--- src/rtl/bus_control_sequencer.sv ---
`default_nettype none
// ============================================================================
// Module   : bus_control_sequencer
// Purpose  : Timing/control sequencer for the basic computer. Steps the
//            sequence counter through fetch, decode, indirect and execute,
//            and decodes the one-hot bus source select plus register,
//            memory and ALU strobes.
// Revision : 1.0 - initial release
// ============================================================================
module bus_control_sequencer #(
   parameter int SC_W = 3
) (
   input  logic            clk,
   input  logic            rst,
   input  logic            run,
   input  logic [2:0]      ir_op,
   input  logic            ir_i,
   input  logic            dr_zero,
   output logic [6:0]      x_sel,
   output logic            ar_ld,
   output logic            ar_inc,
   output logic            pc_ld,
   output logic            pc_inc,
   output logic            dr_ld,
   output logic            dr_inc,
   output logic            ac_ld,
   output logic            ir_ld,
   output logic            tr_ld,
   output logic            mem_wr,
   output logic [1:0]      alu_sel,
   output logic            rr_exec,
   output logic            i_q,
   output logic [SC_W-1:0] t_cnt
);

   // Sequence counter values
   localparam logic [SC_W-1:0] c_T0 = SC_W'(0);
   localparam logic [SC_W-1:0] c_T1 = SC_W'(1);
   localparam logic [SC_W-1:0] c_T2 = SC_W'(2);
   localparam logic [SC_W-1:0] c_T3 = SC_W'(3);
   localparam logic [SC_W-1:0] c_T4 = SC_W'(4);
   localparam logic [SC_W-1:0] c_T5 = SC_W'(5);
   localparam logic [SC_W-1:0] c_T6 = SC_W'(6);

   // One-hot bus sources
   localparam logic [6:0] c_X_M  = 7'b1000000;
   localparam logic [6:0] c_X_IR = 7'b0010000;
   localparam logic [6:0] c_X_AC = 7'b0001000;
   localparam logic [6:0] c_X_DR = 7'b0000100;
   localparam logic [6:0] c_X_PC = 7'b0000010;
   localparam logic [6:0] c_X_AR = 7'b0000001;

   // Memory-reference opcodes; 7 is the register-reference/IO group
   localparam logic [2:0] c_OP_AND = 3'd0;
   localparam logic [2:0] c_OP_ADD = 3'd1;
   localparam logic [2:0] c_OP_LDA = 3'd2;
   localparam logic [2:0] c_OP_STA = 3'd3;
   localparam logic [2:0] c_OP_BUN = 3'd4;
   localparam logic [2:0] c_OP_BSA = 3'd5;
   localparam logic [2:0] c_OP_ISZ = 3'd6;
   localparam logic [2:0] c_OP_RR  = 3'd7;

   logic [SC_W-1:0] r_sc;
   logic [2:0]      r_op;
   logic            r_iq;
   logic            r_active;

   logic [SC_W-1:0] w_sc_nxt;
   logic            w_active_nxt;
   logic            w_latch;
   logic            w_clr;

   // Decode the current timing step into strobes and the next SC value
   always_comb begin
      x_sel        = 7'b0;
      ar_ld        = 1'b0;
      ar_inc       = 1'b0;
      pc_ld        = 1'b0;
      pc_inc       = 1'b0;
      dr_ld        = 1'b0;
      dr_inc       = 1'b0;
      ac_ld        = 1'b0;
      ir_ld        = 1'b0;
      mem_wr       = 1'b0;
      alu_sel      = 2'b00;
      rr_exec      = 1'b0;
      w_latch      = 1'b0;
      w_clr        = 1'b0;
      w_sc_nxt     = r_sc;
      w_active_nxt = r_active;

      // Reset is asynchronous; outputs are forced quiet while it is held so no
      // partial strobe escapes in the reset cycle.
      if (!rst) begin
         if (r_sc == c_T0) begin
            // run is only looked at here; a stalled T0 holds with all outputs 0
            if (run) begin
               x_sel        = c_X_PC;
               ar_ld        = 1'b1;
               w_sc_nxt     = c_T1;
               w_active_nxt = 1'b1;
            end
         end else if (!r_active) begin
            // Non-zero SC without an instruction in flight is unreachable
            w_clr = 1'b1;
         end else begin
            case (r_sc)
               c_T1: begin
                  x_sel    = c_X_M;
                  ir_ld    = 1'b1;
                  pc_inc   = 1'b1;
                  w_sc_nxt = c_T2;
               end
               c_T2: begin
                  x_sel    = c_X_IR;
                  ar_ld    = 1'b1;
                  w_latch  = 1'b1;
                  w_sc_nxt = c_T3;
               end
               c_T3: begin
                  if (r_op == c_OP_RR) begin
                     rr_exec = 1'b1;
                     w_clr   = 1'b1;
                  end else begin
                     // T3 is spent even for direct addressing, so indirect
                     // costs no extra cycles
                     if (r_iq) begin
                        x_sel = c_X_M;
                        ar_ld = 1'b1;
                     end
                     w_sc_nxt = c_T4;
                  end
               end
               c_T4: begin
                  case (r_op)
                     c_OP_AND, c_OP_ADD, c_OP_LDA, c_OP_ISZ: begin
                        x_sel    = c_X_M;
                        dr_ld    = 1'b1;
                        w_sc_nxt = c_T5;
                     end
                     c_OP_STA: begin
                        x_sel  = c_X_AC;
                        mem_wr = 1'b1;
                        w_clr  = 1'b1;
                     end
                     c_OP_BUN: begin
                        x_sel = c_X_AR;
                        pc_ld = 1'b1;
                        w_clr = 1'b1;
                     end
                     c_OP_BSA: begin
                        x_sel    = c_X_PC;
                        mem_wr   = 1'b1;
                        ar_inc   = 1'b1;
                        w_sc_nxt = c_T5;
                     end
                     default: w_clr = 1'b1;
                  endcase
               end
               c_T5: begin
                  case (r_op)
                     c_OP_AND: begin
                        alu_sel = 2'b01;
                        ac_ld   = 1'b1;
                        w_clr   = 1'b1;
                     end
                     c_OP_ADD: begin
                        alu_sel = 2'b10;
                        ac_ld   = 1'b1;
                        w_clr   = 1'b1;
                     end
                     c_OP_LDA: begin
                        alu_sel = 2'b11;
                        ac_ld   = 1'b1;
                        w_clr   = 1'b1;
                     end
                     c_OP_BSA: begin
                        x_sel = c_X_AR;
                        pc_ld = 1'b1;
                        w_clr = 1'b1;
                     end
                     c_OP_ISZ: begin
                        dr_inc   = 1'b1;
                        w_sc_nxt = c_T6;
                     end
                     default: w_clr = 1'b1;
                  endcase
               end
               c_T6: begin
                  if (r_op == c_OP_ISZ) begin
                     // dr_zero already reflects the DR incremented at T5
                     x_sel  = c_X_DR;
                     mem_wr = 1'b1;
                     pc_inc = dr_zero;
                  end
                  w_clr = 1'b1;
               end
               default: w_clr = 1'b1;
            endcase
         end

         if (w_clr) begin
            w_sc_nxt     = c_T0;
            w_active_nxt = 1'b0;
         end
      end
   end

   // Sequence counter, activity flag and latched opcode/indirect bit
   always_ff @(posedge clk or posedge rst) begin
      if (rst) begin
         r_sc     <= c_T0;
         r_op     <= 3'd0;
         r_iq     <= 1'b0;
         r_active <= 1'b0;
      end else begin
         r_sc     <= w_sc_nxt;
         r_active <= w_active_nxt;
         if (w_latch) begin
            r_op <= ir_op;
            r_iq <= ir_i;
         end
      end
   end

   // TR load is reserved for interrupt support
   assign tr_ld = 1'b0;
   assign i_q   = r_iq;
   assign t_cnt = r_sc;

endmodule
`default_nettype wire

--- config.mk ---
export PLATFORM = sky130hd
export DESIGN_NAME = bus_control_sequencer
export DESIGN_NICKNAME = d
export VERILOG_FILES = /design/src/rtl/bus_control_sequencer.sv
export SDC_FILE = /design/constraint.sdc
export NUM_CORES = 1
export LEC_CHECK = 0
export CAP_MARGIN = 25
export CORE_MARGIN = 2
export CORE_UTILIZATION = 47
export DETAILED_ROUTE_END_ITERATION = 12
export GPL_TIMING_DRIVEN = 0
export PLACE_DENSITY = 0.84
export SLEW_MARGIN = 10
export SYNTH_ARGS = -nofsm -noshare
export SYNTH_HDL_FRONTEND = slang
export SYNTH_SLANG_ARGS = --single-unit
--- constraint.sdc ---
create_clock -name clk -period 3.1 [get_ports clk]
set_input_delay 0.775 -clock clk [delete_from_list [all_inputs] [get_ports clk]]
set_output_delay 0.775 -clock clk [all_outputs]
set_load 0.01 [all_outputs]
Word-level counts from Yosys, hierarchy flattened
Cells that the tools add are included.

Equality and inequality tests: 17. Multiplexer cells: 87. Bitwise logic cells: 1. Reductions and logical operators: 13.

Operators by type and width (count): 2-to-1 mux 1 bit (60); one-hot mux 7 bit (6 select lines) (1); 2-to-1 mux 7 bit (5); one-hot mux 7 bit (4 select lines) (1); 2-to-1 mux 3 bit (8); == test 3 bit (second input constant) (7); one-hot mux 3 bit (5 select lines) (1); == test 3 x 2 -> 1 bit (second input constant) (4); inequality test 4 bit (second input constant) (3); 2-to-1 mux 2 bit (5); one-hot mux 1 bit (2 select lines) (4); AND reduction 7 bit (1); nonzero test 7 bit (1); == test 3 x 1 -> 1 bit (second input constant) (2); zero test 3 bit (2); one-hot mux 2 bit (3 select lines) (1); OR reduction 5 bit (1); one-hot mux 1 bit (4 select lines) (1); nonzero test 2 bit (2); OR reduction 2 bit (2); OR reduction 4 bit (1); inequality test 3 x 2 -> 1 bit (second input constant) (1); AND reduction 3 bit (1); nonzero test 3 bit (1); 2 further kinds (2).

Bits in registers: 8. Logic and storage cells: 122.

Longest topological paths before layout
Gate-level depths: netlist of run 1.

Depth in word-level cells: 9. Gate-level depth with buffers: 6. Mapped depth without buffers: 6.

Worst setup path after synthesis of run 1
No wires, ideal clock.

Kind: input to output. Start point: input port rst. End point: output port ac_ld. Arrival time: 1.932 ns. Data required time: 2.325 ns. Setup slack: 0.393 ns. Stages on the path: 5. Cell sequence: buf_2 inv_1 nand2_1 or3_1 a21oi_1.

Cells in the longest elaborated chain, start to end: 1.

Ends and longest elaborated chain: start: declaration (RTL line 14) `input logic rst,`; 2-to-1 mux 1 bit (RTL line 94) `if (!rst) begin`; end: declaration (RTL line 26) `output logic ac_ld,`.

No other way between the ends.

Worst setup path after layout of run 1
Start point: input port rst. End point: output port alu_sel[1].

Cells in the longest elaborated chain, start to end: 1.

Ends and longest elaborated chain: 2-to-1 mux 2 bit (RTL line 94); end: declaration (RTL line 30) `output logic [1:0] alu_sel,`.

No other way between the ends.

==> impl_metrics.env, run 1 <==
export IMPL_use_met3_pct=1.57
export IMPL_use_met1_pct=32.1
export IMPL_clock_sinks=8
export IMPL_p_total_mw=0.579
export IMPL_htreeDepth=1
export IMPL_cts_tree="done"
export IMPL_dieWidth_um=46.6
export IMPL_grt_max_degree=11
export IMPL_synth_edf_count=0
export IMPL_worstPathRequired_ns=2.32
export IMPL_finalHoldViolations=0
export IMPL_io_buffers=28
export IMPL_syn_cell_area_sq_um=855
export IMPL_area_growth_pct=42.0
export IMPL_synthFlopType="dfrtp_1"
export IMPL_grt_pass1_wl_um=3820
export IMPL_fin_hold_ws_ns=0.603
export IMPL_worstSetupPathType="in2out"
export IMPL_status="complete, no violations"
export IMPL_synth_avg_cell_area_sq_um=7.91
export IMPL_drt_wl_total_um=2250
export IMPL_met2_usage_pct=39.4
export IMPL_grt_pass1_vias=918
export IMPL_vias=929
export IMPL_p_per_area_mw_per_mm2=477
export IMPL_async_flop_share_pct=100
export IMPL_drc=0
export IMPL_critPathArrivalTime_ns=2.25
export IMPL_fin_crit_sh_pct=97.5
export IMPL_cp_max_fo=9
export IMPL_start_util_pct=49.5
export IMPL_overflow=0
export IMPL_synth_top_area_share_pct=23.4
export IMPL_ant_nets=0
export IMPL_cts_buffers_inserted=3
export IMPL_n_fill_cell=141
export IMPL_antennaDiodeCount=0
export IMPL_cts_buffer_depth=2
export IMPL_skew_ns=0.00204
export IMPL_hold_class="reg2reg"
export IMPL_gp_congestion=0.949
export IMPL_worstSetupStartpointType="primary input"
export IMPL_post_route_cell_area_sq_mm=0.00121
export IMPL_dp_hpwl_um=1760
export IMPL_wl_per_cell_um=13.6
export IMPL_cts_hold_buffers=0
export IMPL_busiest_layer="met2"
export IMPL_slew_viol_final=0
export IMPL_syn_inst=108
export IMPL_synth_yosys_seq_area_share_pct=23.4
export IMPL_leakagePower_nw=0.524
export IMPL_dp_cells=162
export IMPL_max_vdd_ir_drop_uv=331
export IMPL_ios=32
export IMPL_rsz0062_at_grt="false"
export IMPL_fmax_mhz=331
export IMPL_setup_viol=0
export IMPL_coreArea_sq_mm=0.00173
export IMPL_track_usage_pct=24.6
export IMPL_antenna_found_initial=0
export IMPL_drv_cap=0
export IMPL_yosysWarningCount=0
export IMPL_multi_input_area_sq_um=574
export IMPL_cp_end_kind="primary output"
export IMPL_synth_seq_cells=8
export IMPL_yosys_top_cells_area="dfrtp_1 23%, ha_1 8.8%, buf_4 5.3%"
export IMPL_nets=156
export IMPL_drtIter0Drc=24
export IMPL_period_minus_slack_ns=3.02
export IMPL_drtPass1Iterations=4
export IMPL_place_area_sq_mm=0.00117
export IMPL_vias_per_cell=5.63
export IMPL_cts_root_buf="clkbuf_4"
export IMPL_synth_top_cell_by_area="dfrtp_1"
export IMPL_die_h_um=46.6
export IMPL_seq_area_sq_um=200
export IMPL_drive_gt1_share_pct=17.1
export IMPL_path_clk_slew_ns=0.05
export IMPL_layout_cells_non_filler=165
export IMPL_clk_latency_ns=0.25
export IMPL_placementRows=15
export IMPL_die_area_sq_mm=0.00218
export IMPL_synth_distinct_cells=42
[cells by family after synthesis]
logic type / Yosys count / share of synthesized area (%)
simple gates: 48 / 29.3
xor+xnor: 1 / 1.03
other cells: 1 / 0.439
buf+inv: 18 / 10.8
compound gates: 20 / 18.6
fa+ha+maj: 6 / 8.78
flops: 8 / 23.4
mux: 6 / 7.61
[worst max-delay path, cell delays in order]
cell,delay [ns]
buf_2,0.17
clkinvlp_4,0.10
nand2_2,0.10
or3_1,0.41
a21oi_1,0.14
clkdlybuf4s50_1,0.55
[sequential cells by signal (all words and copies together) (netlist names)]
register	flops
i_q	1
r_op	3
t_cnt	3
r_active	1
[stage by stage]
step                setup slack, ns  utilization [%]  setup TNS (ns)
global route                 0.0271             70.3               0
floorplan                     0.393                -               0
finish                       0.0789             70.3               0
detailed placement           -0.286             67.8          -0.830
CTS                          0.0157             69.7               0
global placement             -0.239             67.8          -0.689
[Yosys cell counts (2+ instances only)]
| library cell | count |
|---|---|
| a21oi_1 | 5 |
| a32o_1 | 2 |
| and2_1 | 3 |
| buf_2 | 2 |
| buf_4 | 6 |
| dfrtp_1 | 8 |
| ha_1 | 6 |
| inv_1 | 8 |
| mux2_2 | 4 |
| mux2i_1 | 2 |
| nand2_1 | 11 |
| nand3_1 | 7 |
| nor2_1 | 8 |
| nor2b_1 | 3 |
| nor3_1 | 6 |
[path summary, 6_finish.rpt]
| check | endpoint | cells past startpoint | slack (ns) | startpoint |
|---|---|---|---|---|
| worst max-delay path | alu_sel[1] | 6 | 0.08 | rst |
| worst min-delay path | i_q$_DFFE_PP0P_ | 1 | 0.60 | i_q$_DFFE_PP0P_ |
| worst max register to register | t_cnt[1]$_DFFE_PP0P_ | 6 | 1.37 | t_cnt[1]$_DFFE_PP0P_ |
| worst min register to register | i_q$_DFFE_PP0P_ | 1 | 0.60 | i_q$_DFFE_PP0P_ |
| max in group asynchronous | t_cnt[1]$_DFFE_PP0P_ | 3 | 2.34 | rst |
| min in group asynchronous | r_op[0]$_DFFE_PP0P_ | 3 | 0.63 | rst |
[layout make-up]
| cell class | count | area share, % |
|---|---|---|
| multi-input cells | 83 | 47.3 |
| repair buffers | 29 | 24.1 |
| flip-flops and latches | 8 | 16.5 |
| plain buffers | 8 | 4.54 |
| inverters | 9 | 3.09 |
| well taps | 25 | 2.58 |
| clock buffers | 3 | 1.86 |
[routing by layer]
layer	vias up	part of all wire (%)	wire [um]
met5	-	0	0
met1	448	44	984
met2	35	49	1110
li1	442	-	-
met3	4	5.4	121
met4	0	1.3	30
[cells in the final DEF, fill, tap and decap left out, types with 2 or more instances in the layout]
| master | instances |
|---|---|
| and2_1 | 3 |
| a21oi_1 | 5 |
| nor3_1 | 5 |
| dfrtp_1 | 8 |
| nand2_1 | 10 |
| mux2_2 | 4 |
| ha_1 | 6 |
| buf_2 | 2 |
| nor2b_1 | 3 |
| nor2_1 | 8 |
| clkdlybuf4s50_1 | 26 |
| a32o_1 | 2 |
| dlymetal6s2s_1 | 2 |
| clkbuf_4 | 3 |
| mux2i_1 | 2 |
| inv_1 | 7 |
| buf_4 | 7 |
| nand3_1 | 7 |
| conb_1 | 2 |
[timing repair]
item	in CTS	in global routing
buffers inserted	1	0
resized for setup	1	5
endpoints found under the setup margin	4	7
[report_power, final]
group | total, mW | internal, mW | switching [mW]
clock | 0.0783 | 0.0442 | 0.0341
sequential | 0.186 | 0.138 | 0.0480
combinational | 0.315 | 0.147 | 0.168
total | 0.579 | 0.329 | 0.250
Note: power is estimated with default switching activity, not from simulation.
==> run 2, diff against run 1 <==
CTS_CLUSTER_SIZE = 8   (was default)
==> results of run 2 <==
Same layout as run 1: the final DEF is identical, and so are final timing and power.
